### config.mk
export PLATFORM = sky130hd
export DESIGN_NAME = board_state
export DESIGN_NICKNAME = d
export VERILOG_FILES = /design/src/rtl/board_state.sv
export SDC_FILE = /design/constraint.sdc
export NUM_CORES = 1
export LEC_CHECK = 0
export BUFFER_PORTS_ARGS = -buffer_cell sky130_fd_sc_hd__buf_4
export CORE_AREA = 2 2 332 334
export CTS_CLUSTER_DIAMETER = 100
export DETAILED_ROUTE_END_ITERATION = 10
export DIE_AREA = 0 0 334 336
export GPL_TIMING_DRIVEN = 0
export MAX_ROUTING_LAYER = met4
export SLEW_MARGIN = 20
export SYNTH_ARGS = -nofsm -noshare
export SYNTH_HDL_FRONTEND = slang
export SYNTH_SLANG_ARGS = --single-unit
### constraint.sdc
create_clock -name clk100_in -period 14.2 [get_ports clk100_in]
set_clock_uncertainty 0.2 [all_clocks]
set_input_delay 0 -clock clk100_in [delete_from_list [all_inputs] [get_ports clk100_in]]
set_output_delay 0 -clock clk100_in [all_outputs]
set_load 0.005 [all_outputs]
### src/rtl/board_state.sv
// Card-grid state for a 6x6 pairs game: shuffled layout, cursor, selection/match FSM
// and a registered per-cell colour lookup for the downstream display stage.
module board_state #(
  parameter logic [7:0] SEED = 8'hA5
) (
  input  logic        clk100_in,
  input  logic        rst_n_in,
  input  logic        btn_up_in,
  input  logic        btn_down_in,
  input  logic        btn_left_in,
  input  logic        btn_right_in,
  input  logic        btn_sel_in,
  input  logic [5:0]  addr_in,
  output logic [2:0]  r,
  output logic [2:0]  g,
  output logic [1:0]  b,
  output logic [35:0] hidden_bus,
  output logic [35:0] blink_bus,
  output logic [35:0] sel_bus,
  output logic [4:0]  pairs_left,
  output logic        cleared
);

  localparam int unsigned NCELL = 36;

  typedef enum logic [2:0] {
    S_INIT,
    S_SHUFFLE,
    S_IDLE,
    S_ONE,
    S_CHECK,
    S_DONE
  } state_e;

  state_e      state_q, state_d;
  logic [4:0]  card_q [NCELL];
  logic [7:0]  lfsr_q, lfsr_d;
  logic [5:0]  k_q, k_d;
  logic [2:0]  row_q, row_d, col_q, col_d;
  logic [5:0]  first_q, first_d, second_q, second_d;
  logic [35:0] hidden_q, hidden_d, sel_q, sel_d, blink_q, blink_d;
  logic [4:0]  pairs_q, pairs_d;
  logic        cleared_q, cleared_d;
  logic [7:0]  rgb_q, rgb_d;

  logic [5:0]  cur, cur_nxt, shuf_j;
  logic [7:0]  lfsr_next;

  function automatic logic [2:0] dec6(input logic [2:0] v);
    return (v == 3'd0) ? 3'd5 : v - 3'd1;
  endfunction

  function automatic logic [2:0] inc6(input logic [2:0] v);
    return (v == 3'd5) ? 3'd0 : v + 3'd1;
  endfunction

  assign cur       = {3'b000, row_q} * 6'd6 + {3'b000, col_q};
  assign cur_nxt   = {3'b000, row_d} * 6'd6 + {3'b000, col_d};
  assign shuf_j    = (lfsr_q[5:0] >= 6'd36) ? lfsr_q[5:0] - 6'd36 : lfsr_q[5:0];
  assign lfsr_next = {lfsr_q[6:0], lfsr_q[7] ^ lfsr_q[5] ^ lfsr_q[4] ^ lfsr_q[3]};

  always_comb begin
    // NOTE: every next-state signal gets its hold value first so no path infers a latch.
    state_d   = state_q;
    lfsr_d    = lfsr_q;
    k_d       = k_q;
    row_d     = row_q;
    col_d     = col_q;
    first_d   = first_q;
    second_d  = second_q;
    hidden_d  = hidden_q;
    sel_d     = sel_q;
    pairs_d   = pairs_q;
    cleared_d = cleared_q;

    case (state_q)
      S_INIT: begin
        lfsr_d  = SEED;
        k_d     = 6'd0;
        state_d = S_SHUFFLE;
      end
      S_SHUFFLE: begin
        lfsr_d = lfsr_next;
        k_d    = k_q + 6'd1;
        if (k_q == 6'd35) state_d = S_IDLE;
      end
      S_IDLE, S_ONE: begin
        if (btn_sel_in) begin
          if (state_q == S_IDLE) begin
            if (!hidden_q[cur]) begin
              first_d    = cur;
              sel_d[cur] = 1'b1;
              state_d    = S_ONE;
            end
          end else if (cur == first_q) begin
            sel_d[first_q] = 1'b0;
            state_d        = S_IDLE;
          end else if (!hidden_q[cur]) begin
            sel_d[cur] = 1'b1;
            second_d   = cur;
            state_d    = S_CHECK;
          end
        end else if (btn_up_in) begin
          row_d = dec6(row_q);
        end else if (btn_down_in) begin
          row_d = inc6(row_q);
        end else if (btn_left_in) begin
          col_d = dec6(col_q);
        end else if (btn_right_in) begin
          col_d = inc6(col_q);
        end
      end
      S_CHECK: begin
        sel_d   = '0;
        state_d = S_IDLE;
        if (card_q[first_q] == card_q[second_q]) begin
          hidden_d[first_q]  = 1'b1;
          hidden_d[second_q] = 1'b1;
          pairs_d            = pairs_q - 5'd1;
          if (pairs_q == 5'd1) begin
            state_d   = S_DONE;
            cleared_d = 1'b1;
          end
        end
      end
      S_DONE: ;
      default: state_d = S_INIT;
    endcase

    // Cursor highlight tracks the cursor only while the player can move it.
    blink_d = (state_d == S_IDLE || state_d == S_ONE) ? (36'd1 << cur_nxt) : '0;
    rgb_d   = (addr_in < 6'd36) ? 8'd12 + {3'b000, card_q[addr_in]} * 8'd13 : 8'd0;
  end

  // NOTE: sequential state is written with <= so every register samples pre-edge values.
  always_ff @(posedge clk100_in) begin
    if (!rst_n_in) begin
      state_q   <= S_INIT;
      lfsr_q    <= SEED;
      k_q       <= 6'd0;
      row_q     <= 3'd0;
      col_q     <= 3'd0;
      first_q   <= 6'd0;
      second_q  <= 6'd0;
      hidden_q  <= '0;
      sel_q     <= '0;
      blink_q   <= '0;
      pairs_q   <= 5'd18;
      cleared_q <= 1'b0;
      rgb_q     <= 8'd0;
    end else begin
      state_q   <= state_d;
      lfsr_q    <= lfsr_d;
      k_q       <= k_d;
      row_q     <= row_d;
      col_q     <= col_d;
      first_q   <= first_d;
      second_q  <= second_d;
      hidden_q  <= hidden_d;
      sel_q     <= sel_d;
      blink_q   <= blink_d;
      pairs_q   <= pairs_d;
      cleared_q <= cleared_d;
      rgb_q     <= rgb_d;
    end
  end

  // NOTE: the card array has no reset; INIT rewrites every entry before it is ever used.
  always_ff @(posedge clk100_in) begin
    if (state_q == S_INIT) begin
      for (int i = 0; i < NCELL; i++) card_q[i] <= 5'(i >> 1);
    end else if (state_q == S_SHUFFLE) begin
      card_q[k_q]    <= card_q[shuf_j];
      card_q[shuf_j] <= card_q[k_q];
    end
  end

  assign {r, g, b}  = rgb_q;
  assign hidden_bus = hidden_q;
  assign blink_bus  = blink_q;
  assign sel_bus    = sel_q;
  assign pairs_left = pairs_q;
  assign cleared    = cleared_q;

endmodule

; ---- After elaboration in Yosys (flattened, before gate mapping)
; Memory sizes are Yosys's and may differ from the RTL's. A register that Yosys moved wholly into a read port is not among the register bits.
; Cells that the tools add are included.
[word_totals]
regBits = 157
mem_bits_rw = 180
input_bits = 13
out_inout_bits = 122
wordCells = 136
mem_count = 1
[mem_list]
columns = name, words, width, rd, rd_clocked_by_memory_dff, write_ports, line
row1 = card_q, 36, 5, 5, 3, 36, 36  ; logic [4:0] card_q [NCELL];
[classes]
n_addsub = 10
multipliers = 3
magnitude_cmp = 8
n_eq_ne = 14
shift = 1
n_mux = 56
n_bitwise = 11
n_reduce_logical = 19
[ops]
columns = operator, count
row1 = $mux W36, 4
row2 = $or A36 B36 Y36, 3
row3 = $pmux W36 S2, 1
row4 = $mux W3, 22
row5 = $mux W6, 9
row6 = $and A36 B36 Y36, 1
row7 = $not A36 Y36, 1
row8 = $shl A1 B6 Y36 const A, 1
row9 = $lt A6 B7 Y1 const B, 3
row10 = $demux W1 S6, 3
row11 = $ge A6 B1 Y1 const B, 3
row12 = $pmux W8 S2, 1
row13 = $pmux W3 S5, 1
row14 = $add A6 B3 Y6, 2
row15 = $eq A3 B2 Y1 const B, 4
row16 = $eq A3 B3 Y1 const B, 4
row17 = $pmux W6 S2, 1
row18 = $mux W1, 11
row19 = $mul A3 B2 Y5 const B, 2
row20 = $mux W5, 2
row21 = $reduce_or A5 Y1, 2
row22 = $logic_not A3 Y1, 3
row23 = $add A4 B8 Y8 const A, 1
row24 = $mul A5 B4 Y8 const B, 1
row25 = other kinds (24), 36

; ---- Longest topological paths before layout
[logic_depth]
ltp_word = 12
mapped_depth = 16
ltp_nobuf = 15

; ---- Worst setup path before layout
; Ideal clock, no wire load.
[synth_timing]
kind = input -> register
from = input addr_in[0]
to = register rgb_q[7]
setup_ps = 117
arrival_time_ps = 5036
t_required_ps = 13883
path_slack_ps = 8846
stages = 14
n_path_buf = 3
cell_sequence = clkbuf_1 clkbuf_1 buf_1 mux4_2 mux4_2 mux4_2 ha_1 fa_1 ha_1 fa_1 a21o_1 a21oi_1 xnor2_1 nor2_1
[synth_via]
elab_chain_cells = 3
elab_cells_between_ends = 5
classes_between = add/sub (1) / mul (1) / order compare (1) / reduce/logical (1) / memory (1)
[synth_lines]
columns = item, line
row1 = from (decl), 13  ; input logic [5:0] addr_in,
row2 = $mem_v2 Z36 W5, n/a
row3 = $mul A5 B4 Y8, 132  ; rgb_d = (addr_in < 6'd36) ? 8'd12 + {3'b000, card_q[addr_in]} * 8'd13 : 8'd0;
row4 = $add A4 B8 Y8, 132
row5 = to (signal assigned), 164  ; rgb_q <= rgb_d;
row6 = to (decl), 44  ; logic [7:0] rgb_q, rgb_d;
; Parallel ways exist; a longest one is shown, timed or not.
; A chain may end at the register's enable or synchronous reset.

==> metrics.yaml <==
worst_hold_path:
  hp-class: "input port to flip-flop"
  min_path_cells: 3
critical_path:
  r2r_cells: 15
  reg2reg_to: "card_q[31][4]"
  cp-end-kind: "flip-flop"
  startpoint_type: "flip-flop"
  cp.required_ns: 14.35
  crit_start: "lfsr_q[3]"
  endpoint: "card_q[31][4]"
  r2r_setup_slack_ns: 6.58
  worstPathMaxFanout: 10
  critPathArrivalTime_ns: 7.78
  r2r_start: "lfsr_q[3]"
  crit_type: "flip-flop to flip-flop"
synth:
  synth.distinct_cells: 70
  synth.avg_cell_area_um2: 10.91
  ys_seq_elements: 495
  yosys_warnings: 0
  synth_ff_type: "edfxtp_1"
  synth_edf_count: 320
  netlist_area_um2: 34490
  async_flop_share: 0
  synthCells: 3162
  ys_seq_area_frac: 0.3802
  syn-num-nets: 3216
clock_network:
  cts_hold_buffers: 11
  postCtsSetupBuffers: 0
  clkTransAtPathRegs_ns: 0.06
  clkSinkCount: 495
  cts_buffers: 59
  cts_buffer_depth: 3
  cts_resized: 0
  cts_tree: "done"
  clk_latency_ns: 0.71
  htreeDepth: 2
  root_buffer: "clkbuf_16"
place:
  dp_cells: 4727
  io_buffers: 131
  routabilityCongestion: 1.115
  post-dp-hpwl_mm: 170.8
detailed_routing:
  drcViolationCount: 0
  dr_wl_met2_mm: 91.20
  dr.pass1.iters: 8
  met1_length_mm: 78.97
  drt_iter0_drc: 6609
  finalWirelength_mm: 220.8
  vias: 34290
  met3WireLength_mm: 30.23
  routedWlPerCell_um: 45.43
  top_layer_used: "met4"
  antenna_left: 0
  vias_per_cell: 7.055
cells_and_area:
  fillers: 10780
  finalNonFillerCells: 4860
  seq_area_um2: 13110
  multi_input_area_um2: 19860
  fin_nets: 3439
  drive_gt1_frac: 0.2255
  area_delta_synth_final_pct: 15.60
floorplan:
  die_y_um: 336
  fp.coreArea_um2: 108400
  fp-row-count: 121
  die_area_um2: 112200
  pin_count: 135
  initial_core_util: 0.3181
  die_w_um: 334
power:
  pwr_density_cell_nw_per_um2: 107.8
  p_leak_nw: 13.02
  peakVddDrop_mv: 0.08672
  total_power_mw: 4.298
run_status:
  status: "finished, final reports clean"
global_route:
  grt_pass1_vias: 31650
  antenna_found_initial: 15
  grt_pass1_wl_mm: 290.4
  grt_max_degree: 16
  grt_use_total: 0.3971
  grt.overflow.total: 0
timing:
  finalHoldViolCount: 0
  worstMarginPinSlew_ns: 1.398
  max_freq_mhz: 131.2
  rsz0062_at_grt: "no"
  finalMaxSlewViolations: 0
  whs_ns: 0.1430
  tns_ns: 0
  fin_crit_ns: 7.624
  setup_violations: 0
  relSlewSlack: 0.06777
  timing.final.crit_share: 0.5369
job:
  maxCapViolCount: 0
-- cell usage in the layout, fill, tap and decap left out, drive strengths merged, types with 26 or more instances in the layout --
cell type  Yosys  layout
edfxtp       320     320
o31ai         32      32
nor2         163     163
and3          69      69
o21ai        150     150
o22ai        129     129
nand2        326     326
a31oi         43      43
dfxtp        175     175
mux4         365     365
mux2i        106     106
or3           44      44
nor4          26      26
clkbuf       198     271
nor3          62      62
a22oi        163     163
mux2          29      29
buf           91     241
nand3        138     138
ha            35      35
inv          121     124
a21oi        126     126
-- registers in the layout, summed over array words and instances (netlist names), named ones only --
signal	count
blink_bus	36
card_q	320
cleared	1
col_q	3
first_q	6
hidden_bus	36
k_q	6
lfsr_q	8
pairs_left	5
rgb_q	8
row_q	3
second_q	6
sel_bus	36
state_q	3
-- cells by family after synthesis --
kind of cell,share of synthesized area
mux,0.2786
simple gates,0.1307
flops,0.3802
buf+inv,0.04775
compound gates,0.1385
fa+ha+maj,0.01618
xor+xnor,0.008127
-- worst max-delay path: stages, from the launching register on --
cell	delay, ns
dfxtp_1	0.44
inv_1	0.10
ha_1	0.20
nor3b_1	0.15
o21ai_2	0.37
xnor2_1	0.24
clkbuf_1	0.41
clkbuf_1	0.79
nand2_1	1.03
o22ai_1	0.48
nor4_1	0.18
o21ai_0	0.33
or4_1	0.17
clkbuf_1	0.91
clkbuf_1	0.94
o22ai_1	0.32
-- where the power goes --
group,leakage [nW],switching (mW),internal [mW]
Sequential,4.30,0.0603,1.60
Clock,0.991,0.674,0.971
Combinational,7.73,0.737,0.260
-- stage by stage --
step / utilization / worst slack (ns) / cell area [um^2]
after floorplan: - / 8.846 / 34490
after global placement: 0.3435 / 6.346 / 37240
after detailed placement: 0.3473 / 7.093 / 37640
after CTS: 0.3672 / 7.084 / 39810
after global routing: 0.3676 / 6.847 / 39850
final: 0.3678 / 6.576 / 39870
-- final cells by class --
| class | instances | area share |
|---|---|---|
| Multi-Input combinational cell | 2256 | 0.4981 |
| Sequential cell | 495 | 0.3289 |
| Tap cell | 1414 | 0.04438 |
| Clock buffer | 72 | 0.03955 |
| Timing Repair Buffer | 162 | 0.03365 |
| Buffer | 289 | 0.03110 |
| Clock inverter | 36 | 0.01199 |
| Inverter | 122 | 0.01149 |
| Antenna cell | 14 | 0.0008788 |
-- synthesized netlist by cell type, types with 10 or more instances --
| library cell | instances | area, um^2 |
|---|---|---|
| o21ai_0 | 145 | 725.7 |
| nand2b_1 | 18 | 112.6 |
| ha_1 | 35 | 437.9 |
| o31ai_1 | 32 | 240.2 |
| nor2b_1 | 23 | 143.9 |
| and3_1 | 69 | 431.7 |
| a21oi_1 | 126 | 630.6 |
| o22ai_1 | 129 | 807.0 |
| mux2_2 | 29 | 326.6 |
| nor4_1 | 25 | 156.4 |
| a222oi_1 | 11 | 110.1 |
| nand3_1 | 138 | 690.7 |
| o211ai_1 | 10 | 75.07 |
| nand2_1 | 326 | 1224 |
| mux2i_1 | 106 | 1061 |
| inv_1 | 121 | 454.2 |
| nor2_1 | 163 | 611.8 |
| a31oi_1 | 43 | 269.0 |
| a2111oi_0 | 16 | 140.1 |
| or3_1 | 44 | 275.3 |
| a22oi_1 | 163 | 1224 |
| buf_2 | 41 | 205.2 |
| dfxtp_1 | 175 | 3503 |
| clkbuf_1 | 198 | 743.2 |
| buf_1 | 39 | 146.4 |
| nor3_1 | 62 | 310.3 |
| edfxtp_1 | 320 | 9609 |
| xnor2_1 | 23 | 201.4 |
| nor3b_1 | 10 | 75.07 |
| and2_1 | 11 | 68.82 |
| mux4_2 | 365 | 8220 |
-- worst min-delay path by stage --
stage	from	to	slack [ns]
global placement	blink_bus[18]	blink_bus[18]	0.18
finish	addr_in[4]	rgb_q[4]	0.14
CTS	addr_in[4]	rgb_q[4]	0.15
global route	addr_in[4]	rgb_q[4]	0.18
floorplan	rst_n_in	state_q[1]	0.03
detailed placement	blink_bus[17]	blink_bus[17]	0.18
-- routing by layer --
metal  global-route usage  vias to the layer above
met5                    -                        -
met4               0.2837                        0
met3               0.1387                      819
met2               0.5554                     3239
met1               0.4744                    17240
li1                     -                    12990
Note: power is estimated with default switching activity, not from simulation.
